## src/rtl/pll_reset_seq_if.sv

```systemverilog
// Lock / reset signal bundle between the PLL wrapper side (master) and pll_reset_seq (slave).
// loss_count and its width parameter exist only when RSTGEN_LOSS_CNT_EN is defined.
interface pll_reset_seq_if
`ifdef RSTGEN_LOSS_CNT_EN
  #(parameter int CNT_W = 8)
`endif
  ;
  logic       locked;
  logic       sw_rst_req;
  logic       soc_resetn;
  logic [1:0] rst_state;
  logic       lock_ok;
`ifdef RSTGEN_LOSS_CNT_EN
  logic [CNT_W-1:0] loss_count;

  modport master (output locked, sw_rst_req,
                  input  soc_resetn, rst_state, lock_ok, loss_count);
  modport slave  (input  locked, sw_rst_req,
                  output soc_resetn, rst_state, lock_ok, loss_count);
`else
  modport master (output locked, sw_rst_req,
                  input  soc_resetn, rst_state, lock_ok);
  modport slave  (input  locked, sw_rst_req,
                  output soc_resetn, rst_state, lock_ok);
`endif
endinterface

```

## src/rtl/pll_reset_seq.sv

```systemverilog
// PLL lock driven SoC reset sequencer: sync lock, wait for stable lock, filter loss, hold reset.
// Optional saturating lock-loss counter enabled by defining RSTGEN_LOSS_CNT_EN.
//
// state  | meaning
// WAIT   | reset held, waiting for synced lock
// STABLE | reset held, counting consecutive locked cycles
// RUN    | reset released, filtering lock loss, accepting sw requests
// HOLD   | reset held for a fixed time after loss or sw request
module pll_reset_seq #(
  parameter int LOCK_SYNC_STAGES = 2,
  parameter int STABLE_CYCLES    = 1024,
  parameter int HOLD_CYCLES      = 16,
  parameter int LOSS_FILTER      = 4
`ifdef RSTGEN_LOSS_CNT_EN
  , parameter int CNT_W          = 8
`endif
) (
  input logic             clk,
  input logic             resetn,
  pll_reset_seq_if.slave  bus
);

  typedef enum logic [1:0] {
    ST_WAIT   = 2'd0,
    ST_STABLE = 2'd1,
    ST_RUN    = 2'd2,
    ST_HOLD   = 2'd3
  } state_t;

  localparam int STABLE_W = $clog2(STABLE_CYCLES) + 1;
  localparam int HOLD_W   = $clog2(HOLD_CYCLES) + 1;
  localparam int LOW_W    = $clog2(LOSS_FILTER) + 1;

  localparam logic [STABLE_W-1:0] STABLE_LOAD = STABLE_W'(STABLE_CYCLES - 1);
  localparam logic [HOLD_W-1:0]   HOLD_LOAD   = HOLD_W'(HOLD_CYCLES - 1);
  localparam logic [LOW_W-1:0]    LOW_LAST    = LOW_W'(LOSS_FILTER - 1);

  logic [LOCK_SYNC_STAGES-1:0] sync_q, sync_d;
  state_t                      state_q, state_d;
  logic [STABLE_W-1:0]         stable_cnt_q, stable_cnt_d;
  logic [HOLD_W-1:0]           hold_cnt_q, hold_cnt_d;
  logic [LOW_W-1:0]            low_cnt_q, low_cnt_d;
  logic                        soc_resetn_q, soc_resetn_d;
  logic                        lock_ok;
  logic                        loss_evt;
`ifdef RSTGEN_LOSS_CNT_EN
  logic [CNT_W-1:0]            loss_count_q, loss_count_d;
`endif

  assign lock_ok = sync_q[LOCK_SYNC_STAGES-1];

  always_comb begin
    sync_d       = {sync_q[LOCK_SYNC_STAGES-2:0], bus.locked};
    state_d      = state_q;
    stable_cnt_d = stable_cnt_q;
    hold_cnt_d   = hold_cnt_q;
    low_cnt_d    = '0;
    loss_evt     = 1'b0;

    unique case (state_q)
      ST_WAIT: begin
        if (lock_ok) begin
          state_d      = ST_STABLE;
          stable_cnt_d = STABLE_LOAD;
        end
      end
      ST_STABLE: begin
        if (!lock_ok) begin
          state_d      = ST_WAIT;
          stable_cnt_d = '0;
        end else if (stable_cnt_q == '0) begin
          state_d = ST_RUN;
        end else begin
          stable_cnt_d = stable_cnt_q - STABLE_W'(1);
        end
      end
      ST_RUN: begin
        // Loss fires on the edge that would make the low run reach LOSS_FILTER.
        loss_evt  = !lock_ok && (low_cnt_q == LOW_LAST);
        low_cnt_d = lock_ok ? '0 : low_cnt_q + LOW_W'(1);
        if (loss_evt || bus.sw_rst_req) begin
          state_d    = ST_HOLD;
          hold_cnt_d = HOLD_LOAD;
          low_cnt_d  = '0;
        end
      end
      ST_HOLD: begin
        if (hold_cnt_q == '0) begin
          state_d = ST_WAIT;
        end else begin
          hold_cnt_d = hold_cnt_q - HOLD_W'(1);
        end
      end
      default: state_d = ST_WAIT;
    endcase

    soc_resetn_d = (state_d == ST_RUN);

`ifdef RSTGEN_LOSS_CNT_EN
    loss_count_d = loss_count_q;
    if (loss_evt && (loss_count_q != {CNT_W{1'b1}})) begin
      loss_count_d = loss_count_q + CNT_W'(1);
    end
`endif
  end

  always_ff @(posedge clk) begin
    if (!resetn) begin
      sync_q       <= '0;
      state_q      <= ST_WAIT;
      stable_cnt_q <= '0;
      hold_cnt_q   <= '0;
      low_cnt_q    <= '0;
      soc_resetn_q <= 1'b0;
`ifdef RSTGEN_LOSS_CNT_EN
      loss_count_q <= '0;
`endif
    end else begin
      sync_q       <= sync_d;
      state_q      <= state_d;
      stable_cnt_q <= stable_cnt_d;
      hold_cnt_q   <= hold_cnt_d;
      low_cnt_q    <= low_cnt_d;
      soc_resetn_q <= soc_resetn_d;
`ifdef RSTGEN_LOSS_CNT_EN
      loss_count_q <= loss_count_d;
`endif
    end
  end

  assign bus.soc_resetn = soc_resetn_q;
  assign bus.rst_state  = state_q;
  assign bus.lock_ok    = lock_ok;
`ifdef RSTGEN_LOSS_CNT_EN
  assign bus.loss_count = loss_count_q;
`endif

endmodule

```

## src/flat_wrapper.sv

```systemverilog
// flat-port wrapper written by rule: the top's interface ports become plain ports
module pll_reset_seq_flat 
#(
  parameter int LOCK_SYNC_STAGES = 2,
  parameter int STABLE_CYCLES    = 1024,
  parameter int HOLD_CYCLES      = 16,
  parameter int LOSS_FILTER      = 4

)
  (clk, resetn, bus_locked, bus_sw_rst_req, bus_soc_resetn, bus_rst_state, bus_lock_ok);
  pll_reset_seq_if bus_i ();
  input logic clk;
  input logic resetn;
  input wire logic [$bits(bus_i.locked)-1:0] bus_locked;
  input wire logic [$bits(bus_i.sw_rst_req)-1:0] bus_sw_rst_req;
  output wire logic [$bits(bus_i.soc_resetn)-1:0] bus_soc_resetn;
  output wire logic [$bits(bus_i.rst_state)-1:0] bus_rst_state;
  output wire logic [$bits(bus_i.lock_ok)-1:0] bus_lock_ok;
  assign bus_i.locked = bus_locked;
  assign bus_i.sw_rst_req = bus_sw_rst_req;
  assign bus_soc_resetn = bus_i.soc_resetn;
  assign bus_rst_state = bus_i.rst_state;
  assign bus_lock_ok = bus_i.lock_ok;
  pll_reset_seq #(.LOCK_SYNC_STAGES(LOCK_SYNC_STAGES), .STABLE_CYCLES(STABLE_CYCLES), .HOLD_CYCLES(HOLD_CYCLES), .LOSS_FILTER(LOSS_FILTER)) u_core (.clk(clk), .resetn(resetn), .bus(bus_i));
endmodule
```

## config.mk

```make
export PLATFORM = sky130hd
export DESIGN_NAME = pll_reset_seq_flat
export DESIGN_NICKNAME = d
export VERILOG_FILES = /design/src/rtl/pll_reset_seq_if.sv /design/src/rtl/pll_reset_seq.sv /design/src/flat_wrapper.sv
export SDC_FILE = /design/constraint.sdc
export NUM_CORES = 1
export LEC_CHECK = 0
export BUFFER_PORTS_ARGS = -buffer_cell sky130_fd_sc_hd__buf_2
export CORE_MARGIN = 2
export CORE_UTILIZATION = 40
export DETAILED_ROUTE_END_ITERATION = 8
export GPL_ROUTABILITY_DRIVEN = 0
export GPL_TIMING_DRIVEN = 0
export PLACE_DENSITY_LB_ADDON = 0.08
export SLEW_MARGIN = 20
export SYNTH_ARGS = -nofsm -noshare
export SYNTH_HDL_FRONTEND = slang
export SYNTH_SLANG_ARGS = --single-unit
```

## constraint.sdc

```tcl
create_clock -name clk -period 3.35 [get_ports clk]
set_input_delay 0.67 -clock clk [delete_from_list [all_inputs] [get_ports clk]]
set_output_delay 0.67 -clock clk [all_outputs]
set_load 0.02 [all_outputs]
```

## Word-level counts from Yosys, hierarchy flattened

Index checks and enable logic that the tools add are counted.

| cells by class | value |
|---|---|
| add/subtract/negate cells | 3 |
| eq/ne operators | 9 |
| multiplexer cells | 13 |
| bitwise logic cells | 2 |
| reductions and logical operators | 11 |

Operators by type and width:

| kind | count |
|---|---|
| $mux W11 | 3 |
| $pmux W11 S2 | 1 |
| $logic_not A11 Y1 | 1 |
| $sub A11 B1 Y11 const B | 1 |
| $mux W2 | 5 |
| $mux W5 | 2 |
| $pmux W5 S2 | 1 |
| $pmux W2 S4 | 1 |
| $eq A2 B2 Y1 const B | 3 |
| $reduce_and A3 Y1 | 2 |
| $logic_not A5 Y1 | 1 |
| $sub A5 B1 Y5 const B | 1 |
| $ne A2 B1 Y1 const B | 2 |
| $reduce_bool A2 Y1 | 2 |
| $reduce_or A4 Y1 | 1 |
| $add A3 B1 Y3 const B | 1 |
| $eq A3 B2 Y1 const B | 1 |
| $ne A3 B3 Y1 const B | 1 |
| $eq A2 B1 Y1 const B | 1 |
| $logic_not A2 Y1 | 1 |
| $ne A2 B2 Y1 const B | 1 |
| $not A1 Y1 | 2 |
| $logic_and A1 B1 Y1 | 1 |
| $logic_not A1 Y1 | 1 |
| $logic_or A1 B1 Y1 | 1 |

| word-level totals | value |
|---|---|
| flip-flop bits (word level) | 24 |
| input port bits | 4 |
| output and inout bits | 4 |

## Depth between registers and ports, before layout

Gate-level depths: netlist (run 1).

| depth | value |
|---|---|
| depth after elaboration | 6 |
| gate-level depth with buffers | 6 |

## Worst setup path after synthesis (run 1)

No wires, ideal clock.

| timing path | value |
|---|---|
| kind | register to register |
| start point | reg u_core.state_q[0] (netlist: u_core.bus.rst_state[0]) |
| end point | reg u_core.stable_cnt_q[6] |
| setup time | 116 ps |
| arrival | 1862 ps |
| data required time | 3234 ps |
| setup slack | 1371 ps |
| cell stages (with the launch flop) | 6 |
| path buffers | 1 |
| period minus slack after synthesis | 1979 ps |
| cell sequence | dfxtp_1 > clkbuf_1 > nor4b_1 > nand4_2 > and2_1 > a31o_2 |

| on the way | value |
|---|---|
| longest elaborated chain between the ends | 3 |
| elaborated cells on any way between the ends | 7 |

Ends and longest elaborated chain:

| what | line | text |
|---|---|---|
| start: declaration | pll_reset_seq.sv:39 | `state_t state_q, state_d;` |
| start signal: assignment | pll_reset_seq.sv:120 | `state_q <= state_d;` |
| $eq A2 B1 Y1 or $logic_not A2 Y1 (tied branches) | pll_reset_seq.sv:60 | `unique case (state_q)` |
| $ne A3 B3 Y1 (no line) (tied with other cells) | - |  |
| $reduce_and A3 Y1 (no line) | - |  |
| end signal: assignment | pll_reset_seq.sv:121 | `stable_cnt_q <= stable_cnt_d;` |
| end: declaration | pll_reset_seq.sv:40 | `logic [STABLE_W-1:0] stable_cnt_q, stable_cnt_d;` |

Parallel ways exist; a longest one is shown, timed or not.
A chain may end at the register's enable or synchronous reset.

## Worst setup path after layout (run 1)

| timing path | value |
|---|---|
| start point | reg u_core.stable_cnt_q[4] |
| end point | reg u_core.stable_cnt_q[1] |

| on the way | value |
|---|---|
| longest elaborated chain between the ends | 3 |

Ends and longest elaborated chain:

| what | line | text |
|---|---|---|
| $logic_not A11 Y1 | pll_reset_seq.sv:71 | `end else if (stable_cnt_q == '0) begin` |
| $ne A3 B3 Y1 (no line) | - |  |
| $reduce_and A3 Y1 (no line) | - |  |

Every way passes these cells.

==> metrics.txt, run 1 <==
largest family of logic cells by synthesized area simple AND/OR/NAND/NOR gates; Hold Crit Depth 1; number of global-route vias before repair 1184; end of the worst register-to-register path u_core.stable_cnt_q[1]; Multi-input gate area about 760 µm²; Reg area 480 µm²; top_reg_cell synth dfxtp_1; Vias/cell 5.69; clk_lat worst skew 320 ps; # rows 20; min Tclk post-route ~2500 ps; Post-synth EDFFs 0; HP Class flop to flop; ANT cells 0; Worst setup SP type flop; simple-gate share of the synthesized area 27.5%; Synthesized Nets 168; Detailed Routing Iterations Pass 1 4; die span in x approximately 62 µm; fill cell count ~330; Initial Utilization 42.7%; detailed placement HPWL approximately 2.2 mm; first-pass GRT wire length around 5.2 mm; commonest non-fill, non-tap cell in the layout dfxtp_1; global route overflow 0; Worst-path clk slew 150 ps; leakage power 0.564 nW; IO Port Bufs 6; critical path type flop to flop; buffer levels on the longest clock path 2; Antenna Violating Nets Remaining 0; Final Hold Fails 0; Least-Margin Pin Slew 1080 ps; Distinct cells, synth 45; post-CTS setup buffers 0; drt initial violations 60; largest net degree at the start of global routing 15; net count reported at finish around 180; total of warnings raised by yosys 0; RSZ-0062 raised after global routing no; Post-Synth XOR/XNOR Area 1.98%; GR Util All Layers 18.5%; initial antenna violation count 0; Synth async-reset ratio 0%; skew final between 15 and 20 ps; DR vias 1206; CTS tree yes; CP Max Fanout 10; status completed; Rel. slew slack between 20% and 30%; final count of negative-setup-slack endpoints 0; Area growth syn-to-layout 10.4%; share of cells above drive strength 1 12.5%; H-tree Lvls 1; R2R setup slack 840 ps; io pins 8; post-cts sizing count 0; synthesized flop and latch total 24; Compound-Gate Fraction of Synth Area 21.9%; mux cell area share after synthesis 0%; fmax 398 MHz; FF-to-FF path depth 4; post-synthesis sequential area ratio 36.2%; Worst Path Arrival about 2700 ps; HP Start u_core.low_cnt_q[0]; Worst EP required 3570 ps; r2r startpoint u_core.stable_cnt_q[4]; wire per inst 14.6 µm; commonest cells after routing, fill and taps aside dfxtp_1 (24), nand2_1 (13), nor2_1 (12); core area just over 3000 µm²; total power around 0.00061 W; cts bufs inserted 3; Root Driver clkbuf_4; TNS Setup 0 ps; synthesized area per cell about 8.4 µm²; die height 61.6 µm; Hold EP u_core.low_cnt_q[0]; Mapped Area 1330 µm²; Post-Synth Adder-Cell Area 5.66%; Die Footprint around 3800 µm²; CTS Hold Bufs 0; CP Capture Type flop; drt total wl 3.10 mm; P per Cell Area 415 nW/µm²; Syn Inst Count 158; Final period util approximately three quarters; clk sinks 24; DRC 0; max cap viols 0; Pins Over Slew Limit 0; maximum vdd drop 0.000280 V
## area by class of cell
type	count	area share, %
timing repair buffer	6	2.05
clock buffer	3	1.54
clock inverter	1	2.05
tap	44	3.76
buffer	7	3.33
multi-input combinational	116	51.6
sequential	24	32.8
inverter	11	2.82
## kinds of logic (layout without fill, tap and decap cells)
group           count (synthesis)  in the layout
xor+xnor                        3              3
flops                          24             24
buf+inv                        18             28
compound gates                 42             42
fa+ha+maj                       6              6
simple gates                   65             65
## synthesized netlist by cell type (all sizes together), types with 2 or more instances
library cell / instances / share of area, %
dfxtp: 24 / 36
nand2: 13 / 3.7
nor2: 12 / 3.4
a21oi: 10 / 3.8
inv: 10 / 2.8
ha: 6 / 5.7
o21ai: 6 / 2.3
a31oi: 5 / 2.4
nand3: 5 / 1.9
nor3: 5 / 1.9
and2: 4 / 1.9
clkbuf: 4 / 1.1
nor2b: 4 / 1.9
buf: 3 / 2.5
nand2b: 3 / 1.4
nor4: 3 / 1.4
o31ai: 3 / 1.7
or4: 3 / 2.0
xor2: 3 / 2.0
a31o: 2 / 1.3
a41oi: 2 / 1.3
and3: 2 / 1.0
nand4: 2 / 1.4
nor3b: 2 / 1.1
nor4b: 2 / 1.3
o211a: 2 / 1.5
o211ai: 2 / 1.1
or3b: 2 / 1.3
## how the worst max path moves through the flow
stage / start / slack (ps) / to
floorplan: u_core.bus.rst_state[0] / 1370 / u_core.stable_cnt_q[6]
global placement: u_core.stable_cnt_q[4] / 1010 / u_core.stable_cnt_q[6]
detailed placement: u_core.stable_cnt_q[4] / 980 / u_core.stable_cnt_q[6]
CTS: u_core.stable_cnt_q[4] / 940 / u_core.stable_cnt_q[1]
global route: u_core.stable_cnt_q[4] / 690 / u_core.stable_cnt_q[1]
finish: u_core.stable_cnt_q[4] / 840 / u_core.stable_cnt_q[1]
## power by group
part | internal [W] | switching (W)
registers | 0.000296 | 0.0000125
logic | 0.0000354 | 0.0000515
clock network | 0.000121 | 0.0000915
total | 0.000453 | 0.000156
## layer usage
metal	vias to the layer above	part of all wire [%]	global-route usage [%]
li1	603	-	-
met1	571	44	22.2
met5	-	0	0
met4	0	0.48	5.78
met2	30	51	32.9
met3	2	4.0	3.78
## critical path: stages (launching register included)
cell and delay [ps]:
dfxtp_1 390, nor4_1 940, nand4_2 450, and2_1 380, a311oi_1 260
## sequential cells by signal, indices dropped and copies added, names as in the netlist
register,cells
u_core.sync_q,2
u_core.low_cnt_q,3
u_core.bus.rst_state,2
u_core.hold_cnt_q,5
u_core.stable_cnt_q,11
u_core.bus.soc_resetn,1
## per-stage QoR
| step | std cells | setup slack (ps) | utilization, % | hold WS (ps) | area, µm² |
|---|---|---|---|---|---|
| 2_1_floorplan | 158 | 1370 | - | 397 | 1330 |
| 3_3_place_gp | 208 | 1010 | 45.5 | 414 | 1410 |
| 3_5_place_dp | 208 | 979 | 45.5 | 416 | 1410 |
| 4_1_cts | 212 | 937 | 47.2 | 436 | 1460 |
| 5_1_grt | 212 | 693 | 47.2 | 468 | 1460 |
| 6_report | 212 | 839 | 47.2 | 432 | 1460 |
No activity file was read; power rests on OpenSTA's default activity.
==> inputs of run 2 (changes only) <==
- clock period: 3.35 -> 2.3 ns (I/O delays scaled with it)
==> run 2 against run 1 <==
Effect of this change: first-iteration DRC count is 22% lower; global-route usage is 0.13 points lower; critical path type unchanged; highest routed layer unchanged; non-clock buffer count stayed put; largest cell class unchanged; sequential share of layout area is 0.28 points lower.
==> metrics.txt, run 2 (synthesized netlist as in run 1, its figures left out) <==
status completed; global route overflow 0; Rel. slew slack 54.5%; Least-Margin Pin Slew 677 ps; detailed placement HPWL 2.24 mm; Antenna Violating Nets Remaining 0; Multi-input gate area 768 µm²; post-CTS setup buffers 0; max incr delay on CP 660 ps; Worst EP required approximately 2500 ps; Clock power frac 34.8%; r2r startpoint u_core.stable_cnt_q[4]; fill cell count 330; biggest regs u_core.stable_cnt_q (11), u_core.hold_cnt_q (5), u_core.low_cnt_q (3); ANT cells 0; P per Cell Area 602 nW/µm²; Logic pwr share ~14%; critical path's slowest cell nor4_2; max reg flops 11; CP Max Fanout 10; min Tclk post-route 2140 ps; Finished Core Util 47.6%; # rows 20; cell-internal power 0.000661 W; Detailed Routing Iterations Pass 1 4; Hold WS 331 ps; DRC 0; number of global-route vias before repair around 1200; Placed Instances 208; die height slightly above 60 µm; io pins 8; largest register by flop count u_core.stable_cnt_q; H-tree Lvls 1; CP Buf/Inv Count 0; skew final around 17 ps; Area growth syn-to-layout 11.3%; core area 3100 µm²; fraction of power spent switching nets 25.7%; CP Capture Type flop; commonest non-fill, non-tap cell in the layout dfxtp_1; DR vias 1185; FF-to-FF path depth 4; die span in x a little over 60 µm; cts bufs inserted 3; Root Driver clkbuf_4; clk sinks 24; Reg area 480 µm²; initial antenna violation count 0; share of cells above drive strength 1 between 10% and 20%; buffer levels on the longest clock path 2; commonest cells after routing, fill and taps aside dfxtp_1 (24), nand2_1 (13), nor2_1 (12); final cell count without fillers 212; RSZ-0062 raised after global routing no; largest net degree at the start of global routing 15; drt initial violations 47; Final period util 92.9%; Initial Utilization 42.7%; Top Family by Delay on Critical Path simple AND/OR/NAND/NOR gates; HP Class input pin to flop; net count reported at finish 179; Worst setup SP type flop; first-pass GRT wire length 5.18 mm; GR Util All Layers 18.4%; wire per inst 14.5 µm; Flop pwr share roughly half; final count of negative-setup-slack endpoints 0; P_sw 0.000228 W; Pins Over Slew Limit 0; maximum vdd drop ~0.0004 V; CP Capture Point u_core.stable_cnt_q[6]; Die Footprint 3790 µm²; critical path type flop to flop; end of the worst register-to-register path u_core.stable_cnt_q[6]; clk_lat worst skew approximately 320 ps; IO Port Bufs 6; leakage power 0.567 nW; Final Hold Fails 0; drt total wl 3.07 mm; stages on the worst setup path 4; worst setup path start u_core.stable_cnt_q[4]; fmax around 470 MHz; R2R setup slack 160 ps; crit-path cells nor4_2, nand4_2, and2_1, a31o_2; Worst-path clk slew approximately 150 ps; CTS tree yes; max cap viols 0; Worst Path Arrival 2360 ps; Vias/cell 5.59
-- run 2: cell count changes in the layout (fill, tap and decap cells not counted) --
cell	before	now
nor4_1	3	2
nor4_2	0	1
nor4b_1	2	1
nor4b_2	0	1
-- run 2: cell type report --
| class | instances | area share, % |
|---|---|---|
| multi-input combinational | 116 | 52.0 |
| sequential | 24 | 32.5 |
| tap | 44 | 3.73 |
| buffer | 7 | 3.31 |
| inverter | 11 | 2.80 |
| clock inverter | 1 | 2.03 |
| timing repair buffer | 6 | 2.03 |
| clock buffer | 3 | 1.53 |
-- run 2: worst register-to-register path, stage by stage (launching register included) --
cell and delay, ps:
dfxtp_1 400, nor4_2 660, nand4_2 380, and2_1 360, a31o_2 260
-- run 2: how the worst min path moves through the flow --
stage,startpoint,to,slack (ps),cells after the start
2_1_floorplan,u_core.low_cnt_q[0],u_core.low_cnt_q[0],400,1
3_3_place_gp,u_core.low_cnt_q[0],u_core.low_cnt_q[0],410,1
3_5_place_dp,u_core.low_cnt_q[0],u_core.low_cnt_q[0],420,1
4_1_cts,bus_locked,u_core.sync_q[0],330,2
5_1_grt,bus_locked,u_core.sync_q[0],320,2
6_report,bus_locked,u_core.sync_q[0],330,2
-- run 2: power groups by stage --
stage / registers (W) / clock network [W] / logic (W)
finish: 0.000451 / 0.000310 / 0.000128
global route: 0.000454 / 0.000341 / 0.000142
CTS: 0.000450 / 0.000324 / 0.000127
detailed placement: 0.000458 / 0 / 0.000125
global placement: 0.000457 / 0 / 0.000123
floorplan: 0.000455 / 0 / 0.0000962
-- run 2: through the flow --
| stage | TNS [ps] | instance area, µm² | power (W) | worst slack (ps) |
|---|---|---|---|---|
| 6_report | 0 | 1480 | 0.000889 | 163 |
| 5_1_grt | 0 | 1480 | 0.000937 | 34.5 |
| 4_1_cts | 0 | 1470 | 0.000900 | 73.6 |
| 3_5_place_dp | -270 | 1410 | 0.000583 | -70.6 |
| 3_3_place_gp | -116 | 1410 | 0.000581 | -42.8 |
| 2_1_floorplan | 0 | 1330 | 0.000551 | 321 |
-- run 2: routing by layer --
metal	up-vias	global-route usage [%]	part of all wire, %
li1	604	-	-
met1	547	22.0	45
met2	32	32.5	50
met3	2	3.99	4.2
met4	0	6.08	0.49
met5	-	0	0
-- run 2: repair_timing --
item	CTS	global route
resized for setup	1	1
setup endpoints to repair	5	5
hold buffers	0	0
==> inputs of run 3 (changes only) <==
- CORE_MARGIN: 2 -> 8
==> run 3 against run 2 <==
Effect of this change: clock skew down 14 ps; worst setup slack worse by 46 ps; die area grew 43%; critical path depth unchanged; non-clock buffer count unchanged.
==> metrics.txt, run 3 (synthesized netlist as in run 1, its figures left out) <==
max incr delay on CP roughly 580 ps; DR vias about 1200; fmax around 460 MHz; critical path type flop to flop; io pins 8; Die Footprint 5410 µm²; largest register by flop count u_core.stable_cnt_q; die height 73.6 µm; Most common cell on crit path or4_1; Area growth syn-to-layout 11.5%; net count reported at finish 179; Finished Core Util 45.4%; CTS tree yes; P per Cell Area 604 nW/µm²; max reg flops 11; RSZ-0062 raised after global routing no; max layer used met4; Initial Utilization ~41%; total power 0.000893 W; end of the worst register-to-register path u_core.stable_cnt_q[9]; Worst setup SP type flop; max cap viols 0; GR Util All Layers between 10% and 20%; # rows 21; drt initial violations 51; clk sinks 24; P_sw 0.000232 W; critical path's slowest cell or4_4; IO Port Bufs 6; crit-path cells or4_4, or4_1, or4_1, a31oi_1; Hold Crit Depth 2; buffer levels on the longest clock path 2; largest net degree at the start of global routing 15; commonest cells after routing, fill and taps aside dfxtp_1 (24), nand2_1 (13), nor2_1 (12); Worst EP required 2560 ps; CTS Hold Bufs 0; fraction of power spent switching nets a little over a quarter; Final period util 94.9%; biggest regs u_core.stable_cnt_q (11), u_core.hold_cnt_q (5), u_core.low_cnt_q (3); R2R setup slack 120 ps; met3 WL 72 µm; FF-to-FF path depth 4; Logic pwr share 14.2%; commonest non-fill, non-tap cell in the layout dfxtp_1; detailed placement HPWL approximately 2.2 mm; Vias/cell about 5.5; Final Hold Fails 0; Met1 Wirelength between 1 and 1.5 mm; Worst Path Arrival 2440 ps; core area 3260 µm²; clk_lat worst skew 330 ps; H-tree Lvls 1; Least-Margin Pin Slew just under 700 ps; Detailed Routing Iterations Pass 1 4; initial antenna violation count 0; maximum vdd drop 0.000224 V; met2 wire length roughly 1.5 mm; Rel. slew slack 53.6%; Hold EP u_core.sync_q[0]; skew final 3.73 ps; Root Driver clkbuf_4; share of cells above drive strength 1 13.7%; Hold WS about 320 ps; global route overflow 0; Worst-path clk slew 140 ps; DRC 0; wire per inst 14.3 µm; status completed; Antenna Violating Nets Remaining 0; leakage power about 0.57 nW; HP Class input pin to flop; min Tclk post-route ~2200 ps; HP Start bus_locked; post-cts sizing count 1; cts bufs inserted 3; Pins Over Slew Limit 0; number of global-route vias before repair 1104; CP Max Fanout 8; ANT cells 0; cell-internal power 0.000661 W; r2r startpoint u_core.stable_cnt_q[2]; post-CTS setup buffers 0; CP Capture Type flop; drt total wl 3.06 mm; Flop pwr share 50.5%; Clock power frac 35.4%; first-pass GRT wire length ~5.1 mm; die span in x 73.6 µm; final count of negative-setup-slack endpoints 0
==> run 3: cell counts in the layout (fill, tap and decap cells not counted) <==
Identical to the previous run, type by type.
==> run 3: stage by stage <==
stage / setup TNS, ps / setup slack, ps / cells / area [µm²]
after detailed placement: -7.34 / -5.09 / 210 / 1410
after CTS: 0 / 130 / 214 / 1470
final: 0 / 117 / 214 / 1480
after global routing: 0 / 67.6 / 214 / 1480
after floorplan: 0 / 321 / 158 / 1330
after global placement: -90.7 / -36.5 / 210 / 1410
==> run 3: layout make-up <==
cell class,instances,area [µm²]
Buffer,7,48.8
Clock buffer,3,22.5
Clock inverter,1,30.0
Fill cell,359,1780
Inverter,11,41.3
Multi-Input combinational cell,116,768
Sequential cell,24,480
Tap cell,46,57.6
Timing Repair Buffer,6,30.0
==> run 3: worst max-delay path by stage <==
stage / from / endpoint / depth (start not counted)
floorplan: u_core.bus.rst_state[0] / u_core.stable_cnt_q[6] / 5
finish: u_core.stable_cnt_q[2] / u_core.stable_cnt_q[9] / 4
CTS: u_core.bus.rst_state[0] / u_core.stable_cnt_q[6] / 5
detailed placement: u_core.stable_cnt_q[4] / u_core.stable_cnt_q[6] / 4
global placement: u_core.stable_cnt_q[4] / u_core.stable_cnt_q[6] / 4
global route: u_core.stable_cnt_q[2] / u_core.stable_cnt_q[9] / 4
==> run 3: layer usage <==
metal	vias to the layer above	track usage, %
li1	601	-
met1	569	13.6
met2	12	20.9
met3	5	2.18
met4	0	4.66
met5	-	0
==> run 3: worst max-delay path: cells and delay by family (launching register included) <==
family           cells  cell delay, ps
flip-flops           1             420
AND/OR/NAND/NOR      3            1520
AO/OA/AOI/OAI        1             180
==> run 3: power by group through the flow <==
stage          clock (W)  sequential [W]  combinational [W]
6_report        0.000316        0.000451           0.000127
5_1_grt         0.000335        0.000453           0.000140
4_1_cts         0.000323        0.000450           0.000126
3_5_place_dp           0        0.000458           0.000124
3_3_place_gp           0        0.000458           0.000124
2_1_floorplan          0        0.000455          0.0000962
